`config.mk`:
```
export PLATFORM = sky130hd
export DESIGN_NAME = rr_bus_arbiter4
export DESIGN_NICKNAME = d
export VERILOG_FILES = /design/src/rtl/rr_bus_arbiter4.sv
export SDC_FILE = /design/constraint.sdc
export NUM_CORES = 1
export LEC_CHECK = 0
export CAP_MARGIN = 20
export CORE_MARGIN = 2
export CORE_UTILIZATION = 37
export DETAILED_ROUTE_END_ITERATION = 6
export GPL_TIMING_DRIVEN = 0
export PLACE_DENSITY = 0.82
export SLEW_MARGIN = 20
export SYNTH_ARGS = -nofsm -noshare
export SYNTH_HDL_FRONTEND = slang
export SYNTH_SLANG_ARGS = --single-unit
```
`constraint.sdc`:
```
create_clock -name clk -period 1.9 [get_ports clk]
set_input_delay 0.38 -clock clk [delete_from_list [all_inputs] [get_ports clk]]
set_output_delay 0.38 -clock clk [all_outputs]
set_load 0.01 [all_outputs]
```
`src/rtl/rr_bus_arbiter4.sv`:
```
// rr_bus_arbiter4: four requesters share one registered WIDTH-bit output stage through a round-robin arbiter.
// Define RR_ARB_FIXED_PRIO_EN to replace round-robin with fixed priority (requester 0 highest).
module rr_bus_arbiter4 #(
    parameter int unsigned WIDTH    = 32,
    parameter logic [1:0]  PTR_INIT = 2'd3
) (
    input  logic             clk,
    input  logic             reset,
    input  logic [3:0]       req_valid,
    input  logic [WIDTH-1:0] req_data0,
    input  logic [WIDTH-1:0] req_data1,
    input  logic [WIDTH-1:0] req_data2,
    input  logic [WIDTH-1:0] req_data3,
    output logic [3:0]       req_ready,
    output logic             out_valid,
    output logic [WIDTH-1:0] out_data,
    input  logic             out_ready,
    output logic [1:0]       grant_sel,
    output logic             busy
);

    typedef enum logic {EMPTY = 1'b0, FULL = 1'b1} state_t;

    state_t           state_r;
    state_t           state_s;
    logic [1:0]       win_s;
    logic             accept_s;
    logic             capture_s;
    logic [WIDTH-1:0] mux_data_s;

`ifdef RR_ARB_FIXED_PRIO_EN
    function automatic logic [1:0] pick_winner(input logic [3:0] valid);
        logic [1:0] res;
        res = 2'd0;
        for (int i = 3; i >= 0; i--) begin
            if (valid[i]) begin
                res = 2'(i);
            end else begin
                res = res;
            end
        end
        return res;
    endfunction

    // Winner selection: lowest-index valid requester
    always_comb begin
        win_s = pick_winner(req_valid);
    end
`else
    logic [1:0] last_ptr_r;

    function automatic logic [1:0] pick_winner(input logic [3:0] valid, input logic [1:0] ptr);
        logic [1:0] res;
        logic [1:0] idx;
        res = ptr;
        // Scan farthest-first so the nearest valid requester after ptr is the last to overwrite
        for (int k = 4; k >= 1; k--) begin
            idx = ptr + 2'(k);
            if (valid[idx]) begin
                res = idx;
            end else begin
                res = res;
            end
        end
        return res;
    endfunction

    // Winner selection: first valid requester after the last grant
    always_comb begin
        win_s = pick_winner(req_valid, last_ptr_r);
    end

    // Last-grant pointer; rotates only when a word is captured
    always_ff @(posedge clk) begin
        if (reset) begin
            last_ptr_r <= PTR_INIT;
        end else if (capture_s) begin
            last_ptr_r <= win_s;
        end else begin
            last_ptr_r <= last_ptr_r;
        end
    end
`endif

    // Accept and capture qualifiers; nothing is granted while reset is held
    always_comb begin
        accept_s  = (state_r == EMPTY) || out_ready;
        capture_s = accept_s && (req_valid != 4'b0000) && !reset;
    end

    // 4:1 data mux driven by the winner
    always_comb begin
        case (win_s)
            2'd0:    mux_data_s = req_data0;
            2'd1:    mux_data_s = req_data1;
            2'd2:    mux_data_s = req_data2;
            2'd3:    mux_data_s = req_data3;
            default: mux_data_s = req_data0;
        endcase
    end

    // Next-state and one-hot grant
    always_comb begin
        state_s   = state_r;
        req_ready = 4'b0000;
        if (capture_s) begin
            req_ready = 4'b0001 << win_s;
        end else begin
            req_ready = 4'b0000;
        end
        case (state_r)
            EMPTY: begin
                if (capture_s) begin
                    state_s = FULL;
                end else begin
                    state_s = EMPTY;
                end
            end
            FULL: begin
                if (capture_s) begin
                    state_s = FULL;
                end else if (out_ready) begin
                    state_s = EMPTY;
                end else begin
                    state_s = FULL;
                end
            end
            default: state_s = EMPTY;
        endcase
    end

    // State register
    always_ff @(posedge clk) begin
        if (reset) begin
            state_r <= EMPTY;
        end else begin
            state_r <= state_s;
        end
    end

    // Output stage: data and source select load together on capture, otherwise hold
    always_ff @(posedge clk) begin
        if (reset) begin
            out_data  <= {WIDTH{1'b0}};
            grant_sel <= 2'd0;
        end else if (capture_s) begin
            out_data  <= mux_data_s;
            grant_sel <= win_s;
        end else begin
            out_data  <= out_data;
            grant_sel <= grant_sel;
        end
    end

    assign out_valid = (state_r == FULL);
    assign busy      = (state_r == FULL) && !out_ready;

endmodule

```
==> results.sh <==
export IMPL_rows=31
export IMPL_syn_to_final_growth_pct=84.35
export IMPL_cts_buffers=5
export IMPL_hold_ws_ns=0.4670
export IMPL_grt_overflow_total=0
export IMPL_avgRoutedWirePerCell_um=18.29
export IMPL_synth_edf_count=0
export IMPL_dr_first_iter_drc_count=43
export IMPL_swShare=0.3423
export IMPL_path_class="flop to output port"
export IMPL_fmax_mhz=498.5
export IMPL_gp_congestion=0.7594
export IMPL_io_buffers=173
export IMPL_cp_end_kind="output port"
export IMPL_hp_class="flop to flop"
export IMPL_rsz0062_at_grt="true"
export IMPL_synth_area_per_cell_um2=11.46
export IMPL_drive_gt1_frac=0.3418
export IMPL_drc=0
export IMPL_peakVddDrop_v=0.0003709
export IMPL_startpoint_type="flop"
export IMPL_synthesis_instances=235
export IMPL_maxSlewHeadroom=0.5077
export IMPL_finalClockSkew_ns=0.008020
export IMPL_dp_slack_ns=-1.185
export IMPL_clk_pin_slew_ns=0.07
export IMPL_cp_slowest_cell="dfxtp_4"
export IMPL_finalHoldViolations=0
export IMPL_ys_flop_type="dfxtp_1"
export IMPL_setup_ws_ns=-0.1059
export IMPL_final_util=0.6958
export IMPL_syn_area_mm2=0.002694
export IMPL_worst_pin_slew_ns=0.7385
export IMPL_vias_per_cell=5.380
export IMPL_cts_max_level=2
export IMPL_comb_power_share=0.521
export IMPL_synth_top_area_share=0.2750
export IMPL_diodes=0
export IMPL_detail_route_first_pass_iterations=4
export IMPL_crit_fanout=8
export IMPL_synth_area_leaders="dfxtp_1, a221oi_2, o221ai_2"
export IMPL_p_leak_uw=0.001747
export IMPL_place_hpwl_um=6833
export IMPL_finalSetupViolations=3
export IMPL_synth_seq_cells=37
export IMPL_drv_cap=0
export IMPL_clk_latency_ns=0.29
export IMPL_root_buffer="clkbuf_8"
export IMPL_fin_crit_ns=2.006
export IMPL_totalNegativeSetupSlack_ns=-0.2590
export IMPL_grt_pass1_vias=2861
export IMPL_synth_distinct_cells=41
export IMPL_path_cells="buf_8, nand2_4, a31o_4, buf_6, nor4_4, buf_2"
export IMPL_pwr_share_seq=0.292
export IMPL_die_h_um=89.33
export IMPL_cp_required_ns=1.52
export IMPL_syn_nets=370
export IMPL_arrival_ns=1.63
export IMPL_violations="negative setup slack"
export IMPL_yosys_area_top_type="dfxtp_1"
export IMPL_vias=2862
export IMPL_core_area_mm2=0.007137
export IMPL_fin_nets=568
export IMPL_cts_sinks=37
export IMPL_yosys_warnings=0
export IMPL_pwr_share_clk=0.187
export IMPL_cts_buffer_depth=2
export IMPL_die_area_mm2=0.007979
export IMPL_crit_path_max_incr_delay_ns=0.37
export IMPL_switchingPower_uw=1068
export IMPL_grt_usage=0.2286
export IMPL_power_density_mw_per_mm2=628.3
export IMPL_async_flop_share=0
export IMPL_grt_pass1_wl_um=13990
export IMPL_pin_count=175
export IMPL_status="finished, violations left"
export IMPL_drv_slew=0
export IMPL_finalPower_uw=3120
export IMPL_ant_nets=0
export IMPL_antenna_found_initial=0
export IMPL_p_int_uw=2052
export IMPL_nFillCells=593
export IMPL_wirelength_um=9732
export IMPL_grt_max_degree=11
export IMPL_fp_dieW_um=89.33
export IMPL_r2r_setup_slack_ns=0.08
export IMPL_synth_seq_area_share=0.2750
export IMPL_cts_tree="yes"
export IMPL_finalCritPeriodShare=1.056
export IMPL_start_util=0.3775
-- cells in the mapped netlist (2+ instances only) --
cell,number
inv_1,3
nand2b_1,2
a21oi_1,3
buf_4,4
clkbuf_1,4
nand2_1,36
nor2_1,5
a221oi_2,30
nor3_1,5
buf_6,10
o221ai_2,30
mux2i_1,32
buf_2,5
o221ai_1,2
dfxtp_1,37
a221oi_1,2
-- metrics by stage --
| step | cell area (µm²) | instances |
|---|---|---|
| floorplan | 2705 | 235 |
| global placement | 4561 | 507 |
| detailed placement | 4561 | 507 |
| CTS | 4815 | 527 |
| global route | 4966 | 532 |
| finish | 4966 | 532 |
-- cell usage in the layout (no fill, tap or decap), drive strengths merged, types with 2 or more instances in the layout --
cell type / count
a221oi: 33
clkdlybuf4s50: 164
dlygate4sd2: 2
nor3: 6
mux2i: 32
dfxtp: 37
buf: 43
o21ai: 3
clkbuf: 13
nand2: 36
inv: 4
nor2: 7
nand2b: 2
o221ai: 32
a21oi: 3
nor4: 2
-- worst max-delay path, delay by kind of cell (launching register included) --
kind	cells	cell delay (ns)
buffers and inverters	3	0.42
and+or+nand+nor	2	0.29
DFF	1	0.37
AOI/OAI and AO/OA	1	0.25
-- final timing paths --
path,start,cells past startpoint,endpoint
worst max register to register,last_ptr_r[1],9,out_data[3]
worst min register to register,out_data[15],2,out_data[15]
worst max-delay path,last_ptr_r[1],6,req_ready[3]
worst min-delay path,out_data[15],2,out_data[15]
-- power by group through the flow --
stage	sequential, µW	combinational (µW)	clock (µW)
floorplan	951	766	0
global placement	917	1400	0
detailed placement	922	1410	0
CTS	910	1510	586
global route	920	1720	636
finish	912	1620	583
-- cell type report --
cell class | instances | area [µm²] | area share
buffer | 24 | 265.3 | 0.05341
clock buffer | 7 | 86.33 | 0.01738
inverter | 4 | 15.01 | 0.003023
multi-input combinational | 169 | 1848 | 0.3721
sequential | 37 | 749.5 | 0.1509
tap | 99 | 123.9 | 0.02494
timing repair buffer | 192 | 1878 | 0.3782
-- cell families (layout without fill, tap and decap cells) --
logic type / after synthesis / count (layout) / synth area share
AND/OR/NAND/NOR: 58 / 58 / 0.1138
multiplexers: 32 / 32 / 0.1189
buffers and inverters: 29 / 227 / 0.08314
flip-flops: 37 / 37 / 0.2750
AO/OA/AOI/OAI: 79 / 79 / 0.4092
-- sequential cells by signal (all words and copies together) (netlist names) --
name        count
out_data       32
grant_sel       2
last_ptr_r      2
out_valid       1
-- timing repair --
action	4_1_cts	5_1_grt
pin swaps	10	2
cloned	0	1
buffers inserted	14	4
endpoints found under the setup margin	42	32
gates resized for setup	58	23
hold buffers	0	0
-- routing by layer --
metal / track usage / up-vias / routed length, µm / part of all wire
li1: - / 1348 / - / -
met1: 0.2529 / 1372 / 3795 / 0.39
met2: 0.4094 / 121 / 4919 / 0.51
met3: 0.07018 / 21 / 790 / 0.081
met4: 0.08548 / 0 / 227 / 0.023
met5: 0 / - / 0 / 0
Note: power is estimated with default switching activity, not from simulation.
